## src/rtl/parity_pkg.sv

```systemverilog
// Shared types and defaults for the parity frame receiver slice.
package parity_pkg;

  typedef enum logic {PAR, IMPAR} parity_t;

  typedef enum logic [1:0] {IDLE, DATA, PARITY, STOP} rx_state_t;

  localparam int unsigned NDATA_DEF = 8;

endpackage

```

## src/rtl/parity_accumulator.sv

```systemverilog
// Two-state running parity tracker: toggles on each accepted '1' bit.
module parity_accumulator
  import parity_pkg::*;
(
  input  logic clk,
  input  logic reset,
  input  logic clr,
  input  logic en,
  input  logic in_bit,
  output logic impar
);

  parity_t acc;

  always_ff @(posedge clk or negedge reset) begin
    if (!reset) begin
      acc <= PAR;
    end else if (clr) begin
      acc <= PAR;
    end else if (en && in_bit) begin
      acc <= (acc == PAR) ? IMPAR : PAR;
    end
  end

  assign impar = (acc == IMPAR);

endmodule

```

## src/rtl/parity_frame_receiver.sv

```systemverilog
// Serial frame receiver: start, NDATA data bits LSB-first, parity, stop;
// each frame is delivered through a single-entry valid/ready buffer.
module parity_frame_receiver
  import parity_pkg::*;
#(
  parameter int unsigned NDATA      = NDATA_DEF,
  parameter bit          PARITY_ODD = 1'b0
) (
  input  logic             clk,
  input  logic             reset,
  input  logic             bit_tick,
  input  logic             in_bit,
  input  logic             out_ready,
  input  logic             clr_ovr,
  output logic [NDATA-1:0] out_data,
  output logic             out_valid,
  output logic             out_par_err,
  output logic             out_frame_err,
  output logic             overrun,
  output logic             busy
);

  localparam int unsigned CW = $clog2(NDATA);

  rx_state_t        state, state_nx;
  logic [NDATA-1:0] shreg;
  logic [CW-1:0]    cnt;
  logic             perr;
  logic             impar;
  logic             cnt_last;
  logic             acc_clr;
  logic             acc_en;
  logic             stop_tick;
  logic             commit;
  logic             drop;

  assign cnt_last  = (cnt == CW'(NDATA - 1));
  assign acc_clr   = bit_tick && (state == IDLE) && !in_bit;
  assign acc_en    = bit_tick && (state == DATA);
  assign stop_tick = bit_tick && (state == STOP);
  assign commit    = stop_tick && (!out_valid || out_ready);
  assign drop      = stop_tick && out_valid && !out_ready;

  parity_accumulator u_acc (
    .clk    (clk),
    .reset  (reset),
    .clr    (acc_clr),
    .en     (acc_en),
    .in_bit (in_bit),
    .impar  (impar)
  );

  always_ff @(posedge clk or negedge reset) begin
    if (!reset) state <= IDLE;
    else        state <= state_nx;
  end

  always_comb begin
    state_nx = state;
    if (bit_tick) begin
      case (state)
        IDLE:    if (!in_bit) state_nx = DATA;
        DATA:    if (cnt_last) state_nx = PARITY;
        PARITY:  state_nx = STOP;
        STOP:    state_nx = IDLE;
        default: state_nx = IDLE;
      endcase
    end
  end

  always_comb begin
    busy = (state != IDLE);
  end

  always_ff @(posedge clk or negedge reset) begin
    if (!reset) begin
      shreg <= '0;
      cnt   <= '0;
      perr  <= 1'b0;
    end else if (bit_tick) begin
      case (state)
        IDLE: if (!in_bit) cnt <= '0;
        DATA: begin
          shreg <= {in_bit, shreg[NDATA-1:1]};
          cnt   <= cnt + CW'(1);
        end
        PARITY:  perr <= impar ^ in_bit ^ PARITY_ODD;
        default: ;
      endcase
    end
  end

  // A commit in the same cycle as a consumer transfer takes priority,
  // so valid stays high with the new frame loaded.
  always_ff @(posedge clk or negedge reset) begin
    if (!reset) begin
      out_data      <= '0;
      out_valid     <= 1'b0;
      out_par_err   <= 1'b0;
      out_frame_err <= 1'b0;
    end else if (commit) begin
      out_data      <= shreg;
      out_valid     <= 1'b1;
      out_par_err   <= perr;
      out_frame_err <= !in_bit;
    end else if (out_valid && out_ready) begin
      out_valid <= 1'b0;
    end
  end

  always_ff @(posedge clk or negedge reset) begin
    if (!reset)       overrun <= 1'b0;
    else if (drop)    overrun <= 1'b1;
    else if (clr_ovr) overrun <= 1'b0;
  end

endmodule
```

## config.mk

```make
export PLATFORM = sky130hd
export DESIGN_NAME = parity_frame_receiver
export DESIGN_NICKNAME = d
export VERILOG_FILES = /design/src/rtl/parity_pkg.sv /design/src/rtl/parity_accumulator.sv /design/src/rtl/parity_frame_receiver.sv
export SDC_FILE = /design/constraint.sdc
export NUM_CORES = 1
export LEC_CHECK = 0
export ABC_AREA = 1
export BUFFER_PORTS_ARGS = -buffer_cell sky130_fd_sc_hd__buf_4
export CAP_MARGIN = 20
export CORE_ASPECT_RATIO = 1.1
export CORE_MARGIN = 5
export CORE_UTILIZATION = 49
export CTS_CLUSTER_SIZE = 8
export DETAILED_ROUTE_END_ITERATION = 12
export MAX_ROUTING_LAYER = met4
export PLACE_DENSITY = 0.73
export SKIP_CTS_REPAIR_TIMING = 1
export SLEW_MARGIN = 20
export SYNTH_ARGS = -nofsm -noshare
export SYNTH_HDL_FRONTEND = slang
export SYNTH_SLANG_ARGS = --single-unit
export TNS_END_PERCENT = 5
```

## constraint.sdc

```tcl
create_clock -name clk -period 1.17 [get_ports clk]
set_input_delay 0.117 -clock clk [delete_from_list [all_inputs] [get_ports clk]]
set_output_delay 0.117 -clock clk [all_outputs]
set_load 0.02 [all_outputs]
```

==> Word-level counts from Yosys, hierarchy flattened <==
Cells that the tools add are included.
{ "word_totals": {"register_bits": 27} }
{ "op_classes": {"n_addsub": 1, "n_eq_ne": 6, "muxes": 12, "bitwise": 1, "reduce_logical": 23} }
{ "op_table": {"columns": ["operator", "n"], "rows": [
  ["$reduce_bool A2 Y1", 5],
  ["$logic_and A1 B1 Y1", 9],
  ["$pmux W2 S4", 1],
  ["$mux W1", 7],
  ["$pmux W3 S2", 1],
  ["$reduce_and A3 Y1", 2],
  ["$eq A2 B2 Y1 const B", 2],
  ["$mux W2", 2],
  ["$ne A2 B2 Y1 const B", 2],
  ["$reduce_and A2 Y1", 2],
  ["$add A3 B1 Y3 const B", 1],
  ["$eq A3 B3 Y1 const B", 1],
  ["$logic_not A1 Y1", 3],
  ["$mux W3", 1],
  ["$eq A2 B1 Y1 const B", 1],
  ["$logic_not A2 Y1", 1],
  ["$logic_or A1 B1 Y1", 1],
  ["$xor A1 B1 Y1", 1]
]} }

==> Logic depth before layout (Yosys ltp) <==
Gate-level depths: netlist (run 1).
{ "logic_depth": {"ltp_word": 5, "mapped_depth": 7, "ltp_nobuf": 7} }

==> Hierarchy <==
A second synthesis (run 1) with hierarchy kept.
{ "hier_totals": {"hier_cells": 139, "hier_area_um2": 1260.0} }
{ "modules_own_cells": {"columns": ["mod", "instances", "cells_per_inst", "area_per_inst_um2", "seq_area_each_um2"], "rows": [
  ["parity_frame_receiver", 1, 131, 1207.4, 650.6],
  ["parity_accumulator", 1, 8, 52.6, 25.0]
]} }

==> Worst setup path after synthesis (run 1) <==
No wires, ideal clock.
{ "synth_timing": {"path_kind": "register to register", "from": "reg state[0]", "to": "reg cnt[0]", "setup_time_ps": 117, "t_arrival_ps": 1073, "required_time_ps": 1053, "path_slack_ps": -20, "stages_incl_launch_ff": 8, "path_cell_list": "dfrtp_1 inv_1 ha_1 inv_1 nand2_1 nand3_1 nand2_1 nand2_1"} }
{ "synth_between": {"elab_chain_len": 3} }
{ "synth_lines": {"columns": ["item", "line", "text"], "rows": [
  ["from (decl)", "parity_frame_receiver.sv:25", "rx_state_t state, state_nx;"],
  ["from (signal assigned)", "parity_frame_receiver.sv:55", "else state <= state_nx;"],
  ["$eq A2 B1 Y1 / $logic_not A2 Y1 (equally long branches)", "parity_frame_receiver.sv:81", "case (state)"],
  ["$reduce_bool A2 Y1 (no source line) / $ne A2 B2 Y1 (equally long branches)", null, null],
  ["$reduce_and A3 Y1 (no source line)", null, null],
  ["to (signal assigned)", "parity_frame_receiver.sv:85", "cnt <= cnt + CW'(1);"],
  ["to (decl)", "parity_frame_receiver.sv:27", "logic [CW-1:0] cnt;"]
]} }
Parallel ways exist; a longest one is shown, timed or not.
A chain may end at the register's enable or synchronous reset.

==> Worst setup path in the final report (run 1) <==
{ "layout_timing": {"from": "reg state[0]", "to": "reg out_data[5]"} }
{ "layout_between": {"elab_chain_len": 3} }
{ "layout_lines": {"columns": ["item", "line", "text"], "rows": [
  ["$eq A2 B2 Y1", "parity_frame_receiver.sv:40", "assign stop_tick = bit_tick && (state == STOP);"],
  ["$logic_and A1 B1 Y1", "parity_frame_receiver.sv:40", null],
  ["$logic_and A1 B1 Y1", "parity_frame_receiver.sv:41", "assign commit = stop_tick && (!out_valid || out_ready);"],
  ["to (signal assigned)", "parity_frame_receiver.sv:102", "out_data <= shreg;"],
  ["to (decl)", "parity_frame_receiver.sv:15", "output logic [NDATA-1:0] out_data,"]
]} }
No other way between the ends.

==> metrics.csv, run 1 <==
metric,value,unit
critPathMaxFanout,19,
yosys_warnings,0,
finClkSkew,0.00105,ns
worst_setup_path_end_kind,register,
cts_max_path_buffers,2,
cts_sinks,27,
antenna_found_initial,0,
core-area,2470,um^2
cts.htree.levels,1,
ys_seq_elements,27,
wl_per_cell,11.4,um
clockRootBuffer,clkbuf_4,
final_max_slew_viol_count,0,
maxCapViolCount,0,
place_congestion,0.849,
fin_nets,176,
grtUsageMet2,22.5,%
post-route-min-period,1.28,ns
drt-total-wl,2220,um
top_level_ports,19,
yosys.area.top_type,dfrtp_1,
grt_pass1_vias,896,
drc,0,
dp_hpwl,1570,um
ys.flop_type,dfrtp_1,
netlist_top_cells_count,"nand2_1 (41), dfrtp_1 (27), inv_1 (21)",
cp.required,1.42,ns
ir_drop,0.00137,V
grt_pass1_wl,3710,um
fp.dieH,62.8,um
syn_to_final_growth,23.8,%
synth_edf_count,0,
leakagePower,0.819,nW
top_usage_layer,met2,
die_w,58.0,um
async_reset_ff_share,100,%
n_fill_cell,221,
relSlewSlack,77.8,%
final_layout_size_suffix_gt1_share,30.7,%
finalHoldViolCount,0,
grt_use_met3,2.89,%
cts_tree,done,
setup_viol,18,
worst_pin_slew,0.333,ns
fmax,784,MHz
vias,950,
power.density,2400,nW/um^2
yosysMostFrequentCell,nand2_1,
synth_fp_nets,146,
grt_max_degree,28,
synthTopCellsByArea,"dfrtp_1 (54%), nand2_1 (12%), inv_1 (6.3%), o21ai_2 (6.3%), ha_1 (6.0%)",
violations,setup timing,
seqCellArea,676,um^2
grt_util_met1,14.7,%
synth.top_cell.area_share,54.4,%
floorplan.initialDensity,50.3,%
final_cells,194,
antennaDiodeCount,0,
netlist_instances,134,
synth_seq_area_share,54.4,%
crit_type,register to register,
port_buffers,18,
cts_inserted_buffers,3,
grt_usage,13.0,%
outcome,"finished, violations left",
fin_crit_sh,109,%
rsz0062_at_grt,yes,
placedCellCount,183,
vias_per_cell,4.90,
syn-cell-area,1240,um^2
rows,19,
drtIter0Drc,23,
clk_latency,0.31,ns
dieArea,3640,um^2
fin_ws,-0.106,ns
synth.avg_cell_area,9.27,um^2
clk_pin_slew,0.14,ns
drtPass1Iterations,4,
ys_types,17,
fin_hold_ws,0.130,ns
utilization,62.2,%
multi_input_area,490,um^2
cp_data_arrival_time,1.53,ns
grt-ovfl-total,0,
hp-class,primary input to register,
ant_nets,0,
startpoint_type,register,
routing by layer:
metal  share of wire, %  wire length, um
met5                  0                0
met1                 42              921
met3                4.3               96
met4               0.54               12
met2                 54             1190
kinds of logic (layout without fill, tap and decap cells):
logic type / after synthesis / count (layout) / synth area share, %
buffers and inverters: 25 / 54 / 9.06
AOI/OAI and AO/OA: 19 / 19 / 10.5
DFF: 27 / 27 / 54.4
and+or+nand+nor: 57 / 57 / 20.0
adders and majority gates: 6 / 6 / 6.04
cell type report:
cell class / instances / area share, %
Clock buffer: 4 / 1.71
Multi-Input combinational cell: 82 / 31.9
Inverter: 22 / 5.53
Sequential cell: 27 / 43.9
Tap cell: 31 / 2.52
Timing Repair Buffer: 28 / 14.4
sequential cells by signal, indices dropped and copies added, names as in the netlist:
| register | flops |
|---|---|
| out_frame_err | 1 |
| u_acc.impar | 1 |
| state | 2 |
| out_data | 8 |
| out_par_err | 1 |
| shreg | 8 |
| cnt | 3 |
| perr | 1 |
| overrun | 1 |
| out_valid | 1 |
cell usage in the layout (no fill, tap or decap), drive strengths merged:
cell	Yosys	final
nand2	44	44
dfrtp	27	27
buf	3	25
inv	22	22
o21ai	17	17
nand3	8	8
ha	6	6
nand4	4	4
clkbuf	0	4
dlygate4sd3	0	3
a21oi	1	1
or2	1	1
o22ai	1	1
worst paths after layout:
| check | start | to | slack (ns) | depth (start not counted) |
|---|---|---|---|---|
| max in group asynchronous | reset | cnt[1] | 0.69 | 2 |
| worst min-delay path | bit_tick | cnt[2] | 0.13 | 3 |
| worst max register to register | state[0] | out_data[5] | -0.11 | 7 |
| min in group asynchronous | reset | out_data[2] | 0.23 | 2 |
| worst min register to register | shreg[7] | shreg[7] | 0.50 | 2 |
| worst max-delay path | state[0] | out_data[5] | -0.11 | 7 |
worst max-delay path, stage by stage (launching register included):
cell     delay [ns]
dfrtp_1        0.43
buf_4          0.16
ha_1           0.20
nand2_2        0.09
inv_4          0.06
nand2_8        0.14
nand2_1        0.08
o21ai_2        0.06
per-stage QoR:
step	power (W)	cell area (um^2)	worst slack (ns)	TNS, ns
2_1_floorplan	0.00254	1240	-0.0196	-0.0958
3_3_place_gp	0.00301	1410	-0.0533	-0.413
3_5_place_dp	0.00309	1410	-0.112	-1.24
4_1_cts	0.00348	1440	-0.252	-2.18
5_1_grt	0.00400	1540	-0.171	-2.70
6_report	0.00369	1540	-0.106	-1.36
power breakdown:
| part | internal [W] | switching, W |
|---|---|---|
| logic | 0.000799 | 0.00102 |
| registers | 0.00128 | 0.000203 |
| clock network | 0.000133 | 0.000257 |
No activity file was read; power rests on OpenSTA's default activity.
==> run 2: changes to the inputs <==
Settings changed: CTS_BUF_LIST set to sky130_fd_sc_hd__clkbuf_16.
==> run 2 against run 1 <==
  * The flow still finishes with violations (setup timing)
  * Final area grew 2.8%
  * Clock skew grew 0.0045 ns
  * Non-clock buffer count shrank 3
  * Combinational power is essentially flat
  * Fmax grew 3.4%
  * Register-to-register slack gained 0.04 ns
  * Sequential share of layout area shrank 1.1 points
  * Highest routed layer unchanged
==> metrics.csv, run 2 (same netlist as run 1, synthesis figures left out) <==
metric,value,unit
reg_top3,"out_data (8), shreg (8), cnt (3)",
cts.htree.levels,1,
utilization,64.0,%
clk_latency,0.26,ns
hp-class,primary input to register,
clockRootBuffer,clkbuf_16,
port_buffers,18,
critPathMaxStageDelay,0.41,ns
drc,0,
maxCapViolCount,0,
cts_max_path_buffers,2,
die_w,58.0,um
final_layout_size_suffix_gt1_share,31.9,%
routed-wl-met3,104,um
cts_tree,done,
clk_pin_slew,0.06,ns
grt_max_degree,28,
dieArea,3640,um^2
grt_usage,13.7,%
antennaDiodeCount,0,
relSlewSlack,78.0,%
wl_per_cell,11.5,um
power.density,2560,nW/um^2
rows,19,
rr_startpoint,state[1],
core-area,2470,um^2
fmax,811,MHz
finClkSkew,0.00551,ns
vias,931,
drtIter0Drc,23,
top_level_ports,19,
fin_ws,-0.0635,ns
most-common-layout-cells,"nand2_1 (40), dfrtp_1 (26), buf_4 (23), inv_1 (19), o21ai_2 (9)",
drtPass1Iterations,4,
top_layer,met4,
violations,setup timing,
path_depth,5,
cp.required,1.31,ns
fin_crit_sh,105,%
placedCellCount,183,
min_path_cells,2,
vias_per_cell,4.87,
hold_start,clr_ovr,
floorplan.initialDensity,50.3,%
worst_pin_slew,0.330,ns
drt-total-wl,2200,um
finalHoldViolCount,0,
post-route-min-period,1.23,ns
grt_pass1_vias,899,
rr_endpoint,state[0],
cp_slowest_cell,dfrtp_1,
antenna_found_initial,0,
rr_worst_depth,5,
crit_type,register to register,
leakagePower,0.837,nW
holdPathEnd,overrun,
syn_to_final_growth,27.3,%
fp.dieH,62.8,um
dr_wl_met2,1150,um
final_common_cell,nand2_1,
reg2reg_slack,-0.06,ns
place_congestion,0.849,
crit_buf_inv,1,
startpoint_type,register,
cp_data_arrival_time,1.38,ns
final_max_slew_viol_count,0,
grt_pass1_wl,3790,um
outcome,"finished, violations left",
cts_inserted_buffers,3,
rsz0062_at_grt,yes,
setup_viol,3,
worst_setup_path_end_kind,register,
grt-ovfl-total,0,
dp_hpwl,1570,um
total_power,0.00405,W
ant_nets,0,
final_cells,191,
met1Wirelength,897,um
ir_drop,0.00174,V
fin_nets,173,
critPathTopFamily,flip-flops,
critPathMaxFanout,3,
crit_chain,"buf_4, ha_2, or2_2, nand3_1, nand2_1",
cts_sinks,27,
-- run 2: worst reg2reg max path: cells and delay by family, from the launching register on --
| kind | cells | cell delay, ns |
|---|---|---|
| simple gates | 3 | 0.40 |
| fa+ha+maj | 1 | 0.17 |
| buf+inv | 1 | 0.15 |
| flops | 1 | 0.41 |
-- run 2: area by class of cell --
cell class	instances	area (um^2)
Sequential cell	27	677
Inverter	22	85.1
Clock inverter	1	3.75
Timing Repair Buffer	25	194
Clock buffer	3	75.1
Fill cell	213	891
Tap cell	31	38.8
Multi-Input combinational cell	82	508
-- run 2: per-stage QoR --
stage / hold slack [ns] / area [um^2] / setup TNS [ns] / setup WS (ns)
2_1_floorplan: -0.179 / 1240 / -0.0958 / -0.0196
3_3_place_gp: 0.0446 / 1410 / -0.413 / -0.0533
3_5_place_dp: 0.0483 / 1410 / -1.24 / -0.112
4_1_cts: -0.230 / 1490 / -1.82 / -0.164
5_1_grt: 0.0585 / 1580 / -0.683 / -0.119
6_report: 0.0507 / 1580 / -0.146 / -0.0635
-- run 2: worst max-delay path by stage --
| stage | from | end | slack (ns) |
|---|---|---|---|
| after global placement | state[0] | state[0] | -0.05 |
| after CTS | state[0] | busy | -0.16 |
| final | state[1] | state[0] | -0.06 |
| after global routing | state[1] | busy | -0.12 |
| after detailed placement | state[0] | cnt[0] | -0.11 |
| after floorplan | state[0] | cnt[0] | -0.02 |
-- run 2: layer usage --
metal	GRT usage, %	vias to the layer above
met1	14.8	434
met5	-	-
li1	-	475
met2	23.0	18
met4	6.09	0
met3	3.51	4
-- run 2: power by group --
group | switching [W] | internal (W)
Combinational | 0.00101 | 0.000783
Clock | 0.000294 | 0.000457
Sequential | 0.000211 | 0.00129
Total | 0.00152 | 0.00253
